$ cat config.mk
export PLATFORM = sky130hd
export DESIGN_NAME = lsu_mem_stage
export DESIGN_NICKNAME = d
export VERILOG_FILES = /design/src/rtl/lsu_mem_stage_pkg.sv /design/src/rtl/lsu_mem_stage_load_ext.sv /design/src/rtl/lsu_mem_stage.sv
export SDC_FILE = /design/constraint.sdc
export NUM_CORES = 1
export LEC_CHECK = 0
export BUFFER_PORTS_ARGS = -buffer_cell sky130_fd_sc_hd__buf_2
export CAP_MARGIN = 20
export CORE_MARGIN = 2
export CORE_UTILIZATION = 58
export CTS_CLUSTER_DIAMETER = 200
export DETAILED_ROUTE_END_ITERATION = 10
export PLACE_DENSITY = 0.86
export SYNTH_ARGS = -nofsm -noshare
export SYNTH_HDL_FRONTEND = slang
export SYNTH_HIERARCHICAL = 1
export SYNTH_SLANG_ARGS = --single-unit
export TNS_END_PERCENT = 50
$ cat constraint.sdc
create_clock -name clk -period 5.1 [get_ports clk]
set_clock_uncertainty 0.1 [all_clocks]
set_input_delay 0.255 -clock clk [delete_from_list [all_inputs] [get_ports clk]]
set_output_delay 0.255 -clock clk [all_outputs]
set_load 0.02 [all_outputs]
$ cat src/rtl/lsu_mem_stage_pkg.sv
// Shared definitions for the LSU memory stage: op codes, FSM state
// encodings and byte-count helpers. The optional feature is selected by
// the macro LSU_MISALIGN_TRAP_EN and is handled in lsu_mem_stage.sv.
package lsu_mem_stage_pkg;

  typedef enum logic [3:0] {
    MEM_NONE = 4'd0,
    LB       = 4'd1,
    LH       = 4'd2,
    LW       = 4'd3,
    LBU      = 4'd4,
    LHU      = 4'd5,
    SB       = 4'd6,
    SH       = 4'd7,
    SW       = 4'd8
  } mem_op_t;

  localparam logic [0:0] ST_IDLE   = 1'b0;
  localparam logic [0:0] ST_ACCESS = 1'b1;

  localparam logic [2:0] NB_BYTE = 3'd1;
  localparam logic [2:0] NB_HALF = 3'd2;
  localparam logic [2:0] NB_WORD = 3'd4;

  // Number of bytes moved by an op; 0 for non-memory and unknown codes.
  function automatic logic [2:0] op_nbytes(input logic [3:0] op);
    case (op)
      LB, LBU, SB: op_nbytes = NB_BYTE;
      LH, LHU, SH: op_nbytes = NB_HALF;
      LW, SW:      op_nbytes = NB_WORD;
      default:     op_nbytes = 3'd0;
    endcase
  endfunction

  function automatic logic op_is_load(input logic [3:0] op);
    op_is_load = (op == LB) || (op == LH) || (op == LW) ||
                 (op == LBU) || (op == LHU);
  endfunction

  function automatic logic op_is_store(input logic [3:0] op);
    op_is_store = (op == SB) || (op == SH) || (op == SW);
  endfunction

endpackage

$ cat src/rtl/lsu_mem_stage_load_ext.sv
// Load extension: turns the little-endian assembled word into the final
// register value, sign- or zero-extending byte and halfword loads.
module lsu_load_ext
  import lsu_mem_stage_pkg::*;
(
  input  logic [31:0] word,
  input  logic [3:0]  op,
  output logic [31:0] result
);

  // Select extension by load type; anything else passes the word through.
  always_comb begin
    result = word;
    case (op)
      LB:      result = {{24{word[7]}}, word[7:0]};
      LBU:     result = {24'h000000, word[7:0]};
      LH:      result = {{16{word[15]}}, word[15:0]};
      LHU:     result = {16'h0000, word[15:0]};
      default: result = word;
    endcase
  end

endmodule

$ cat src/rtl/lsu_mem_stage.sv
// Memory stage of the RV32I pipeline. Loads and stores are carried out as
// a sequence of byte accesses on the 8-bit memory port; the pipeline is
// stalled while an access is in flight and one registered write-back beat
// is produced per completing instruction.
// Optional: define LSU_MISALIGN_TRAP_EN to trap misaligned H/W accesses
// (adds the registered output misalign).
//
// Handshakes: in_valid is accepted in any cycle where rdy=1 and
// stall_req=0; while stall_req=1 upstream holds its inputs. On the memory
// port, mem_req/mem_wr/mem_addr/mem_wdata stay stable until the cycle in
// which mem_ack=1 (with rdy=1), which completes exactly one byte.
module lsu_mem_stage
  import lsu_mem_stage_pkg::*;
#(
  parameter int ADDR_W = 32,
  parameter int XLEN   = 32
) (
  input  logic              clk,
  input  logic              rst,
  input  logic              rdy,
  input  logic              in_valid,
  input  logic [3:0]        in_op,
  input  logic [ADDR_W-1:0] in_addr,
  input  logic [XLEN-1:0]   in_sdata,
  input  logic [4:0]        in_waddr,
  input  logic              in_wreg,
  input  logic [XLEN-1:0]   in_wdata,
  output logic              stall_req,
  output logic              wb_we,
  output logic [4:0]        wb_waddr,
  output logic [XLEN-1:0]   wb_wdata,
  output logic              mem_req,
  output logic              mem_wr,
  output logic [ADDR_W-1:0] mem_addr,
  output logic [7:0]        mem_wdata,
  input  logic [7:0]        mem_rdata,
  input  logic              mem_ack,
  output logic [0:0]        state_dbg
`ifdef LSU_MISALIGN_TRAP_EN
  ,
  output logic              misalign
`endif
);

  logic [0:0]        state;
  logic [3:0]        op_q;
  logic [ADDR_W-1:0] base_q;
  logic [XLEN-1:0]   sdata_q;
  logic [4:0]        rd_q;
  logic [1:0]        cnt;
  logic [31:0]       asm_q;
  logic [31:0]       asm_next;
  logic [31:0]       ext_res;
  logic              in_is_mem;
  logic              misal_in;
  logic              accept_mem;
  logic              in_access;
  logic              last;
  logic              store_q;

  assign in_is_mem = op_is_load(in_op) || op_is_store(in_op);
  assign in_access = (state == ST_ACCESS);
  assign store_q   = op_is_store(op_q);
  assign last      = ({1'b0, cnt} == (op_nbytes(op_q) - 3'd1));
  assign state_dbg = state;

  // Misalignment detection for the incoming instruction.
  always_comb begin
`ifdef LSU_MISALIGN_TRAP_EN
    misal_in = ((op_nbytes(in_op) == NB_HALF) && in_addr[0]) ||
               ((op_nbytes(in_op) == NB_WORD) && (in_addr[1:0] != 2'b00));
`else
    misal_in = 1'b0;
`endif
  end

  assign accept_mem = (state == ST_IDLE) && in_valid && in_is_mem && !misal_in;

  // Assembly word with the byte arriving this cycle merged in at lane cnt.
  always_comb begin
    asm_next = asm_q;
    asm_next[{cnt, 3'b000} +: 8] = mem_rdata;
  end

  lsu_load_ext u_load_ext (
    .word   (asm_next),
    .op     (op_q),
    .result (ext_res)
  );

  // Memory port drive and pipeline stall; request is suppressed while frozen.
  always_comb begin
    mem_req   = rdy && in_access;
    mem_wr    = in_access && store_q;
    mem_addr  = in_access ? (base_q + ADDR_W'(cnt)) : '0;
    mem_wdata = (in_access && store_q) ? sdata_q[{cnt, 3'b000} +: 8] : 8'h00;
    stall_req = !rdy || accept_mem || (in_access && !(mem_ack && last));
  end

  // FSM, latched instruction, byte counter and write-back register.
  always_ff @(posedge clk) begin
    if (rst) begin
      state    <= ST_IDLE;
      op_q     <= 4'd0;
      base_q   <= '0;
      sdata_q  <= '0;
      rd_q     <= 5'd0;
      cnt      <= 2'd0;
      asm_q    <= 32'd0;
      wb_we    <= 1'b0;
      wb_waddr <= 5'd0;
      wb_wdata <= '0;
    end else if (rdy) begin
      wb_we <= 1'b0;
      case (state)
        ST_IDLE: begin
          if (accept_mem) begin
            op_q    <= in_op;
            base_q  <= in_addr;
            sdata_q <= in_sdata;
            rd_q    <= in_waddr;
            cnt     <= 2'd0;
            asm_q   <= 32'd0;
            state   <= ST_ACCESS;
          end else if (in_valid && !in_is_mem) begin
            wb_we    <= in_wreg && (in_waddr != 5'd0);
            wb_waddr <= in_waddr;
            wb_wdata <= in_wdata;
          end
        end
        default: begin
          if (mem_ack) begin
            asm_q <= asm_next;
            if (last) begin
              state <= ST_IDLE;
              cnt   <= 2'd0;
              if (op_is_load(op_q)) begin
                wb_we    <= (rd_q != 5'd0);
                wb_waddr <= rd_q;
                wb_wdata <= ext_res;
              end
            end else begin
              cnt <= cnt + 2'd1;
            end
          end
        end
      endcase
    end
  end

`ifdef LSU_MISALIGN_TRAP_EN
  // One-cycle misalignment pulse; the offending access is dropped.
  always_ff @(posedge clk) begin
    if (rst) begin
      misalign <= 1'b0;
    end else if (rdy) begin
      misalign <= (state == ST_IDLE) && in_valid && in_is_mem && misal_in;
    end
  end
`endif

endmodule

==> results of run 1 <==
## power by group through the flow
| stage | combinational, mW | sequential [mW] | clock [mW] |
|---|---|---|---|
| 2_1_floorplan | 0.180 | 1.28 | 0 |
| 3_3_place_gp | 0.299 | 1.26 | 0 |
| 3_5_place_dp | 0.305 | 1.26 | 0 |
| 4_1_cts | 0.346 | 1.24 | 1.39 |
| 5_1_grt | 0.385 | 1.25 | 1.44 |
| 6_report | 0.356 | 1.24 | 1.38 |
## cell families (layout without fill, tap and decap cells)
family | count (synthesis) | count (layout)
XOR/XNOR | 29 | 29
AND/OR/NAND/NOR | 409 | 409
AO/OA/AOI/OAI | 238 | 238
other | 0 | 1
flip-flops | 149 | 149
multiplexers | 46 | 46
adder cells (fa/ha/maj) | 9 | 9
buffers and inverters | 127 | 354
## per-stage QoR
stage	std cells	instance area, sq um	setup slack, ns
detailed placement	1308	8820	1.44
global route	1411	10200	1.51
CTS	1405	10100	1.38
finish	1411	10200	1.74
global placement	1307	8790	1.64
floorplan	1007	7900	1.94
## registers in the layout (all words and copies together) (netlist names), named ones only
register   count
asm_q         32
wb_wdata      32
op_q           4
cnt            2
sdata_q       32
state_dbg      1
wb_we          1
base_q        32
rd_q           5
wb_waddr       5
## worst paths after layout
path | endpoint | slack [ns] | cells after the start | startpoint
max reg2reg | wb_wdata[13] | 1.93 | 11 | cnt[0]
min reg2reg | sdata_q[14] | 0.35 | 2 | sdata_q[14]
min | sdata_q[24] | 0.008 | 3 | in_sdata[24]
max | mem_addr[24] | 1.74 | 8 | cnt[0]
## worst register-to-register path, delay by kind of cell (launching register included)
kind / cells / cell delay, ns
AO/OA/AOI/OAI: 3 / 0.57
adder cells (fa/ha/maj): 1 / 0.37
buffers and inverters: 2 / 0.31
flip-flops: 1 / 0.33
multiplexers: 1 / 0.09
AND/OR/NAND/NOR: 4 / 1.30
## cell usage in the layout, fill, tap and decap left out, types with 4 or more instances in the layout
| cell | synthesis | layout |
|---|---|---|
| nand2_1 | 217 | 217 |
| buf_2 | 16 | 201 |
| dfxtp_1 | 149 | 148 |
| a21oi_1 | 109 | 109 |
| dlygate4sd3_1 | 0 | 65 |
| nor2_1 | 47 | 47 |
| inv_1 | 44 | 44 |
| nand3_1 | 44 | 44 |
| o21ai_0 | 41 | 41 |
| mux2i_1 | 38 | 38 |
| a211oi_1 | 37 | 37 |
| and2_1 | 29 | 29 |
| a21o_1 | 25 | 25 |
| clkbuf_16 | 0 | 17 |
| xor2_1 | 15 | 15 |
| and3_1 | 14 | 14 |
| xnor2_1 | 14 | 14 |
| mux4_2 | 8 | 8 |
| ha_1 | 8 | 8 |
| nand4_1 | 7 | 7 |
| nor4_2 | 7 | 7 |
| buf_4 | 13 | 7 |
| nor3_1 | 6 | 5 |
| bufinv_16 | 0 | 5 |
| clkinv_2 | 0 | 5 |
| nor4_1 | 4 | 4 |
| or3_1 | 5 | 4 |
| clkbuf_8 | 0 | 4 |
## final cells by class
cell class	instances	area, sq um
multi-input cells	731	4350
fillers	910	3120
flip-flops and latches	149	2990
repair buffers	278	1800
clock buffers	22	474
well taps	176	220
clock inverters	10	175
inverters	44	165
diodes	1	2.50
## repair_timing
| action | in CTS | in global routing |
|---|---|---|
| resized for setup | 0 | 0 |
| hold endpoints to repair | 65 | 0 |
| setup endpoints to repair | 0 | 0 |
| buffers inserted | 0 | 0 |
| hold buffers | 65 | 0 |
## layer usage
metal | vias up | track usage, %
met4 | 0 | 12.9
met2 | 401 | 52.6
met3 | 70 | 6.79
li1 | 3870 | -
met1 | 3783 | 39.1
met5 | - | 0
==> results.sh, run 1 <==
export IMPL_outcome="finished clean"
export IMPL_synthDominantAreaCellType="dfxtp_1"
export IMPL_io_buffers=200
export IMPL_synth_commonest_cells="nand2_1 (217), dfxtp_1 (149), a21oi_1 (109)"
export IMPL_synthSimpleGateAreaFrac_pct=24.9
export IMPL_synth_top_cell_area_share_pct=37.8
export IMPL_wl_um=23200
export IMPL_place_gp_congestion=0.834
export IMPL_synth_most_common_cell="nand2_1"
export IMPL_critical_path_top_delay_family="simple AND/OR/NAND/NOR gates"
export IMPL_post_route_utilization_pct=76.5
export IMPL_crit_path_cell_trace="buf_4 > ha_1 > fa_1 > nand3_1 > nor4_2 > xor2_1 > and2_1 > buf_2"
export IMPL_clk_pin_slew_ns=0.06
export IMPL_grt_setup_unrepaired="no"
export IMPL_yosys_register_bits=149
export IMPL_maximum_number_of_pins_on_one_net_before_global_route_repair=105
export IMPL_number_of_drc_violations_after_detailed_routing=0
export IMPL_fp_dieArea_sq_um=14600
export IMPL_fin_setup_tns_ns=0
export IMPL_combined_global_route_utilization_of_all_metal_layers_pct=31.4
export IMPL_tritoncts_num_sinks=149
export IMPL_vias=8124
export IMPL_post_synth_instance_area_sq_um=7900
export IMPL_top_flip_flop_cell_by_instance_count_after_synthesis="dfxtp_1"
export IMPL_avgViaCountPerCell=5.76
export IMPL_p_sw_share_pct=24.0
export IMPL_fin_worst_hold_slack_ns=0.00794
export IMPL_core_rowCount=42
export IMPL_timing_critical_path_slowest_cell_delay_ns=0.49
export IMPL_timing_critical_path_slowest_stage_cell="nor4_2"
export IMPL_ctsHtreeMaxLevel=4
export IMPL_adder_cell_fraction_of_synth_area_pct=1.52
export IMPL_post_synth_mux_area_share_pct=7.10
export IMPL_crit_required_ns=4.74
export IMPL_start_util_pct=59.4
export IMPL_wl_met3_um=1710
export IMPL_syn_mean_instance_area_sq_um=7.84
export IMPL_cts_inserted_buffers=17
export IMPL_timing_final_crit_period_ns=3.36
export IMPL_first_pass_grt_wire_length_um=36600
export IMPL_fraction_of_the_mapped_netlist_area_in_compound_gates_pct=18.2
export IMPL_final_max_slew_viol_count=0
export IMPL_routedLengthMet1_um=9290
export IMPL_drv_max_cap_violation_count=0
export IMPL_place_hpwl_um=13500
export IMPL_worst_ep_arrival_time_ns=3.00
export IMPL_critical_path_max_fanout=17
export IMPL_holdCritPathClass="in2reg"
export IMPL_ys_seq_area_share_pct=37.8
export IMPL_drt_first_pass_iters=5
export IMPL_p_leak_nw=4.30
export IMPL_power_mw=2.98
export IMPL_final_hold_viol_count=0
export IMPL_pin_count=201
export IMPL_asyncSetResetFlopFracSynth_pct=0
export IMPL_crit_type="reg2out"
export IMPL_peakVddDrop_uv=318
export IMPL_design_core_area_sq_um=13300
export IMPL_cts_path_max_buffers=2
export IMPL_synth_fp_nets=1135
export IMPL_crit_path_end_kind="primary output"
export IMPL_metal2_wl_um=11500
export IMPL_highest_layer="met4"
export IMPL_power_sequential_fraction_pct=41.7
export IMPL_grt_pass1_vias=7593
export IMPL_ant_nets=0
export IMPL_worst_slew_pin_slew_ns=1.09
export IMPL_internal_power_mw=2.26
export IMPL_relSlewSlack_pct=27.2
export IMPL_synth_yosys_warnings=6
export IMPL_drt_iter0_drc=687
export IMPL_share_clk_of_total_power_pct=46.4
export IMPL_route_detailed_wl_per_inst_um=16.5
export IMPL_critPathLaunchType="flip-flop"
export IMPL_yosys_top_cells_area="dfxtp_1 (38%), nand2_1 (10%), a21oi_1 (6.9%)"
export IMPL_ys_types=62
export IMPL_antenna_found_initial=1
export IMPL_worst_skew_pair_late_latency_ns=0.42
export IMPL_clock_tree_from_tritoncts="yes"
export IMPL_syn_instance_count=1007
export IMPL_power_density_nw_per_um2=293
export IMPL_grt_overflow_total=0
export IMPL_ctsRootBufferMaster="clkbuf_16"
export IMPL_finalCritPeriodShare_pct=65.8
export IMPL_areaGrowthSynthToFinish_pct=28.8
export IMPL_layout_drive_gt1_share_pct=22.2
export IMPL_die_height_um=121
export IMPL_die_w_um=121
export IMPL_synthXorXnorAreaFrac_pct=3.22
export IMPL_path_buf_inv=2
export IMPL_power_net_switching_uw=714
export IMPL_combinational_family_with_the_most_area_after_synthesis="simple AND/OR/NAND/NOR gates"
export IMPL_setup_violations=0
export IMPL_finalNetCount=1349
export IMPL_max_freq_mhz=298
export IMPL_post_synth_edffs=0
export IMPL_share_comb_of_total_power_pct=11.9
Power figures use the tool's default switching activity.
==> inputs of run 2 (changes only) <==
--- a/config.mk
+++ b/config.mk
@@ -8,10 +8,10 @@
 export BUFFER_PORTS_ARGS = -buffer_cell sky130_fd_sc_hd__buf_2
 export CAP_MARGIN = 20
 export CORE_MARGIN = 2
-export CORE_UTILIZATION = 58
+export CORE_UTILIZATION = 54
 export CTS_CLUSTER_DIAMETER = 200
 export DETAILED_ROUTE_END_ITERATION = 10
-export PLACE_DENSITY = 0.86
+export PLACE_DENSITY = 0.81
 export SYNTH_ARGS = -nofsm -noshare
 export SYNTH_HDL_FRONTEND = slang
 export SYNTH_HIERARCHICAL = 1
==> constraint.sdc (replaced) <==
create_clock -name clk -period 3.25 [get_ports clk]
set_clock_uncertainty 0.1 [all_clocks]
set_input_delay 0.1625 -clock clk [delete_from_list [all_inputs] [get_ports clk]]
set_output_delay 0.1625 -clock clk [all_outputs]
set_load 0.02 [all_outputs]
==> results.sh, run 2 (synthesis results as in run 1) <==
export IMPL_grt_overflow_total=0
export IMPL_vias=8293
export IMPL_clock_tree_from_tritoncts="yes"
export IMPL_number_of_drc_violations_after_detailed_routing=0
export IMPL_hold_critical_path_depth=3
export IMPL_critPathLaunchType="flip-flop"
export IMPL_tritoncts_num_sinks=149
export IMPL_die_w_um=125
export IMPL_critical_path_max_fanout=16
export IMPL_fp_dieArea_sq_um=15600
export IMPL_place_hpwl_um=14000
export IMPL_r2r_end="wb_wdata[16]"
export IMPL_worst_slew_pin_slew_ns=0.916
export IMPL_p_leak_nw=4.41
export IMPL_first_pass_grt_wire_length_um=38300
export IMPL_drv_max_cap_violation_count=0
export IMPL_worst_skew_pair_late_latency_ns=0.42
export IMPL_crit_path_end_kind="primary output"
export IMPL_relSlewSlack_pct=38.9
export IMPL_crit_required_ns=2.99
export IMPL_die_height_um=125
export IMPL_ctsRootBufferMaster="clkbuf_16"
export IMPL_timing_critical_path_slowest_stage_cell="or3_2"
export IMPL_layout_filler_cells=1061
export IMPL_crit_type="reg2out"
export IMPL_placedCellCount=1325
export IMPL_clk_pin_slew_ns=0.06
export IMPL_global_route_usage_met3_pct=6.03
export IMPL_post_cts_buffers=0
export IMPL_hold_path_endpoint="wb_wdata[8]"
export IMPL_outcome="finished clean"
export IMPL_final_cells=1456
export IMPL_worst_hold_startpoint="in_wdata[8]"
export IMPL_holdCritPathClass="in2reg"
export IMPL_route_detailed_wl_per_inst_um=16.2
export IMPL_layout_cells_most_common_list="nand2_1 (217), buf_2 (199), dfxtp_1 (148), a21oi_1 (109), dlygate4sd3_1 (99)"
export IMPL_io_buffers=200
export IMPL_design_core_area_sq_um=14400
export IMPL_core_rowCount=44
export IMPL_ff2ff_path_depth=12
export IMPL_worst_ep_arrival_time_ns=2.80
export IMPL_drt_first_pass_iters=5
export IMPL_crit_path_cell_trace="buf_6 > ha_1 > fa_2 > and3_1 > nand2_1 > or3_2 > a21boi_0 > buf_2"
export IMPL_gr_max_usage_layer="met2"
export IMPL_timing_final_crit_period_ns=3.06
export IMPL_antenna_found_initial=1
export IMPL_final_hold_viol_count=0
export IMPL_seq_area_sq_um=2990
export IMPL_final_max_slew_viol_count=0
export IMPL_start_util_pct=54.8
export IMPL_layout_drive_gt1_share_pct=22.1
export IMPL_pin_count=201
export IMPL_gr_usage_met2_pct=49.7
export IMPL_finalNetCount=1387
export IMPL_cts_path_max_buffers=2
export IMPL_setup_violations=0
export IMPL_wl_um=23600
export IMPL_ctsHtreeMaxLevel=4
export IMPL_grtUsageMet1_pct=37.2
export IMPL_critical_path_top_delay_family="simple AND/OR/NAND/NOR gates"
export IMPL_place_area_sq_um=8900
export IMPL_timing_critical_path_slowest_cell_delay_ns=0.42
export IMPL_cts_inserted_buffers=17
export IMPL_final_common_cell="nand2_1"
export IMPL_ant_nets=0
export IMPL_r2r_start="cnt[0]"
export IMPL_power_density_nw_per_um2=435
export IMPL_drt_iter0_drc=743
export IMPL_maximum_number_of_pins_on_one_net_before_global_route_repair=87
export IMPL_peakVddDrop_uv=376
export IMPL_combined_global_route_utilization_of_all_metal_layers_pct=29.7
export IMPL_grt_pass1_vias=7893
export IMPL_avgViaCountPerCell=5.70
export IMPL_path_buf_inv=2
export IMPL_regToRegSetupSlack_ns=0.47
export IMPL_grt_setup_unrepaired="no"
export IMPL_fin_setup_tns_ns=0
export IMPL_place_gp_congestion=0.855
export IMPL_final_cell_area_sq_um=10500
export IMPL_max_freq_mhz=327
export IMPL_areaGrowthSynthToFinish_pct=33.2
export IMPL_finalCritPeriodShare_pct=94.1
export IMPL_multi_input_area_sq_um=4370
-- run 2: final cells by class --
class                   instances  share of cell area (%)
diodes                          1                  0.0238
clock buffers                  20                    4.34
clock inverters                11                    1.43
inverters                      44                    1.57
multi-input cells             731                    41.5
flip-flops and latches        149                    28.4
well taps                     184                    2.19
repair buffers                316                    20.6
-- run 2: timing repair --
action                     4_1_cts  5_1_grt
setup endpoints to repair        0        9
resized for setup                0        4
hold buffers                    99        0
hold endpoints to repair       100        0
-- run 2: tightest hold or removal path: cells and delay by family --
| kind | cells | cell delay (ns) |
|---|---|---|
| buf+inv | 1 | 0.10 |
| mux | 1 | 0.13 |
| compound gates | 1 | 0.09 |
-- run 2: worst max-delay path by stage --
| stage | start | to | slack, ns | depth (start not counted) |
|---|---|---|---|---|
| CTS | cnt[0] | mem_addr[31] | 0.06 | 8 |
| floorplan | cnt[1] | wb_wdata[16] | 0.09 | 13 |
| finish | cnt[0] | mem_addr[14] | 0.19 | 8 |
| detailed placement | cnt[0] | mem_addr[31] | 0.53 | 8 |
| global placement | cnt[0] | mem_addr[31] | 0.59 | 8 |
| global route | cnt[0] | mem_addr[14] | 0.05 | 8 |
-- run 2: routing by layer --
metal | vias to the layer above | part of all wire [%]
li1 | 3947 | -
met1 | 3863 | 41
met2 | 394 | 48
met3 | 89 | 6.9
met4 | 0 | 3.9
met5 | - | 0
-- run 2: where the power goes --
| group | leakage, nW | switching, mW | internal [mW] |
|---|---|---|---|
| combinational | 2.92 | 0.325 | 0.271 |
| clock | 0.281 | 0.795 | 1.25 |
| sequential | 1.21 | 0.0497 | 1.89 |
-- run 2: metrics by stage --
step	total power [mW]	util (%)	hold WS, ns	worst slack, ns
2_1_floorplan	2.29	-	0.198	0.0910
3_3_place_gp	2.46	61.7	0.306	0.586
3_5_place_dp	2.47	61.7	0.310	0.533
4_1_cts	4.58	72.8	0.00307	0.0582
5_1_grt	4.74	72.9	0.0291	0.0495
6_report	4.58	72.9	0.00368	0.190
==> inputs of run 3 (changes only) <==
--- a/config.mk
+++ b/config.mk
@@ -8,12 +8,11 @@
 export BUFFER_PORTS_ARGS = -buffer_cell sky130_fd_sc_hd__buf_2
 export CAP_MARGIN = 20
 export CORE_MARGIN = 2
-export CORE_UTILIZATION = 54
+export CORE_UTILIZATION = 53
 export CTS_CLUSTER_DIAMETER = 200
 export DETAILED_ROUTE_END_ITERATION = 10
-export PLACE_DENSITY = 0.81
+export PLACE_DENSITY = 0.8
 export SYNTH_ARGS = -nofsm -noshare
 export SYNTH_HDL_FRONTEND = slang
-export SYNTH_HIERARCHICAL = 1
 export SYNTH_SLANG_ARGS = --single-unit
 export TNS_END_PERCENT = 50
==> results.sh, run 3 <==
export IMPL_ant_nets=0
export IMPL_fp_dieArea_sq_um=15200
export IMPL_drv_max_cap_violation_count=0
export IMPL_critical_path_top_delay_family="simple AND/OR/NAND/NOR gates"
export IMPL_final_cells=1429
export IMPL_cts_path_max_buffers=2
export IMPL_clock_tree_from_tritoncts="yes"
export IMPL_path_buf_inv=2
export IMPL_p_leak_nw=4.07
export IMPL_setup_violations=0
export IMPL_tritoncts_num_sinks=149
export IMPL_place_gp_congestion=0.848
export IMPL_crit_type="reg2out"
export IMPL_outcome="finished clean"
export IMPL_start_util_pct=54.3
export IMPL_asyncSetResetFlopFracSynth_pct=0
export IMPL_post_synth_instance_area_sq_um=7570
export IMPL_avgViaCountPerCell=5.68
export IMPL_post_cts_buffers=0
export IMPL_areaGrowthSynthToFinish_pct=36.5
export IMPL_timing_critical_path_slowest_stage_cell="or3_1"
export IMPL_gr_max_usage_layer="met2"
export IMPL_worst_ep_arrival_time_ns=2.74
export IMPL_critPathLaunchType="flip-flop"
export IMPL_synth_top_cell_area_share_pct=39.4
export IMPL_core_rowCount=43
export IMPL_yosys_register_bits=149
export IMPL_place_hpwl_um=13500
export IMPL_drt_first_pass_iters=5
export IMPL_ctsHtreeMaxLevel=4
export IMPL_finalNetCount=1364
export IMPL_io_buffers=200
export IMPL_critical_path_max_fanout=14
export IMPL_ys_seq_area_share_pct=39.4
export IMPL_synth_commonest_cells="nand2_1 (203), dfxtp_1 (149), a21oi_1 (135)"
export IMPL_antenna_cells=0
export IMPL_syn_mean_instance_area_sq_um=7.85
export IMPL_crit_required_ns=2.99
export IMPL_placedCellCount=1290
export IMPL_global_route_usage_met3_pct=7.10
export IMPL_holdCritPathClass="in2reg"
export IMPL_power_density_nw_per_um2=428
export IMPL_fin_setup_tns_ns=0
export IMPL_gr_usage_met2_pct=50.9
export IMPL_die_height_um=123
export IMPL_grt_pass1_vias=7529
export IMPL_peakVddDrop_uv=348
export IMPL_syn_instance_count=964
export IMPL_crit_path_cell_trace="buf_4 > fa_1 > nand4_1 > or3_1 > nor4_1 > xnor2_1 > nor2_1 > buf_2"
export IMPL_drt_iter0_drc=698
export IMPL_crit_path_end_kind="primary output"
export IMPL_worst_slew_pin_slew_ns=0.926
export IMPL_maximum_number_of_pins_on_one_net_before_global_route_repair=71
export IMPL_pin_count=201
export IMPL_wl_um=23100
export IMPL_timing_critical_path_slowest_cell_delay_ns=0.45
export IMPL_final_hold_viol_count=0
export IMPL_layout_drive_gt1_share_pct=22.5
export IMPL_number_of_drc_violations_after_detailed_routing=0
export IMPL_cts_inserted_buffers=17
export IMPL_max_freq_mhz=333
export IMPL_synth_yosys_warnings=0
export IMPL_antenna_found_initial=1
export IMPL_grt_setup_unrepaired="no"
export IMPL_post_synth_edffs=0
export IMPL_grtUsageMet1_pct=36.9
export IMPL_first_pass_grt_wire_length_um=36300
export IMPL_die_w_um=123
export IMPL_synth_most_common_cell="nand2_1"
export IMPL_layout_cells_most_common_list="nand2_1 (203), buf_2 (199), dfxtp_1 (148), a21oi_1 (135), dlygate4sd3_1 (107)"
export IMPL_design_core_area_sq_um=13900
export IMPL_synthDominantAreaCellType="dfxtp_1"
export IMPL_yosys_top_cells_area="dfxtp_1 (39%), nand2_1 (10%), a21oi_1 (8.9%)"
export IMPL_ctsRootBufferMaster="clkbuf_16"
export IMPL_final_common_cell="nand2_1"
export IMPL_grt_overflow_total=0
export IMPL_worst_skew_pair_late_latency_ns=0.42
export IMPL_route_detailed_wl_per_inst_um=16.2
export IMPL_synth_fp_nets=1092
export IMPL_combined_global_route_utilization_of_all_metal_layers_pct=30.1
export IMPL_finalCritPeriodShare_pct=92.4
export IMPL_vias=8111
export IMPL_top_flip_flop_cell_by_instance_count_after_synthesis="dfxtp_1"
export IMPL_ys_types=59
export IMPL_final_max_slew_viol_count=0
export IMPL_relSlewSlack_pct=38.3
export IMPL_clk_pin_slew_ns=0.06
export IMPL_timing_final_crit_period_ns=3.00
[run 3: changes by cell type in the layout (fill, tap and decap cells not counted), moves of 30 or more]
cell,delta
o21ai_0,-35
nor2_1,+36
mux2i_1,-31
nor2b_1,+30
inv_1,-33
a211oi_1,-30
[run 3: metal layers]
layer  share of wire [%]  wire length (um)
met1                  41              9440
met2                  49             11300
met3                 7.6              1750
met4                 2.5               571
met5               0.035                 8
[run 3: power by group]
group	internal, mW	total, mW	switching, mW
sequential	1.89	1.94	0.0470
combinational	0.258	0.578	0.320
clock	1.11	1.90	0.788
total	3.26	4.42	1.16
[run 3: layout make-up]
cell class                 count  area, sq um
clock buffer                  21          470
fill                        1017         3610
multi-input combinational    731         4270
timing repair buffer         325         2230
sequential                   149         2980
tap                          180          225
clock inverter                11          100
inverter                      12         45.0
[run 3: logic make-up after synthesis]
logic type	after synthesis	synth area share, %
and+or+nand+nor	448	27.6
xor gates and xnor gates	33	3.82
adders and majority gates	9	1.59
DFF	149	39.4
muxes	15	3.31
AOI/OAI and AO/OA	226	19.6
buffers and inverters	84	4.66
[run 3: worst reg2reg max path, cell delays in order (launching register included)]
cell and delay (ns):
dfxtp_1 0.36, inv_1 0.10, ha_1 0.38, nor4bb_1 0.30
mux2i_1 0.22, o32ai_4 0.84, a2111oi_0 0.20, nor3_1 0.27
[run 3: path summary, 6_finish.rpt]
kind / cells past startpoint / startpoint / end / slack, ns
max: 8 / cnt[1] / mem_addr[28] / 0.25
min: 3 / mem_ack / wb_we / 0.01
max reg2reg: 7 / cnt[0] / wb_wdata[18] / 0.40
min reg2reg: 2 / asm_q[0] / asm_q[0] / 0.35
[run 3: repair_timing]
| action | 4_1_cts | 5_1_grt |
|---|---|---|
| hold buffers | 107 | 0 |
| hold endpoints to repair | 110 | 0 |
| gates resized for setup | 0 | 0 |
| setup endpoints to repair | 0 | 0 |
[run 3: metrics by stage]
step                worst slack [ns]  total power [mW]  cell area (sq um)  utilization (%)  hold WS (ns)
floorplan                     0.0651              2.25               7570                -         0.158
global placement               0.649              2.43               8680             62.3         0.305
detailed placement             0.528              2.44               8680             62.3         0.307
CTS                            0.271              4.41              10300             74.1       0.00407
global route                  0.0573              4.57              10300             74.1        0.0414
finish                         0.246              4.42              10300             74.1        0.0131
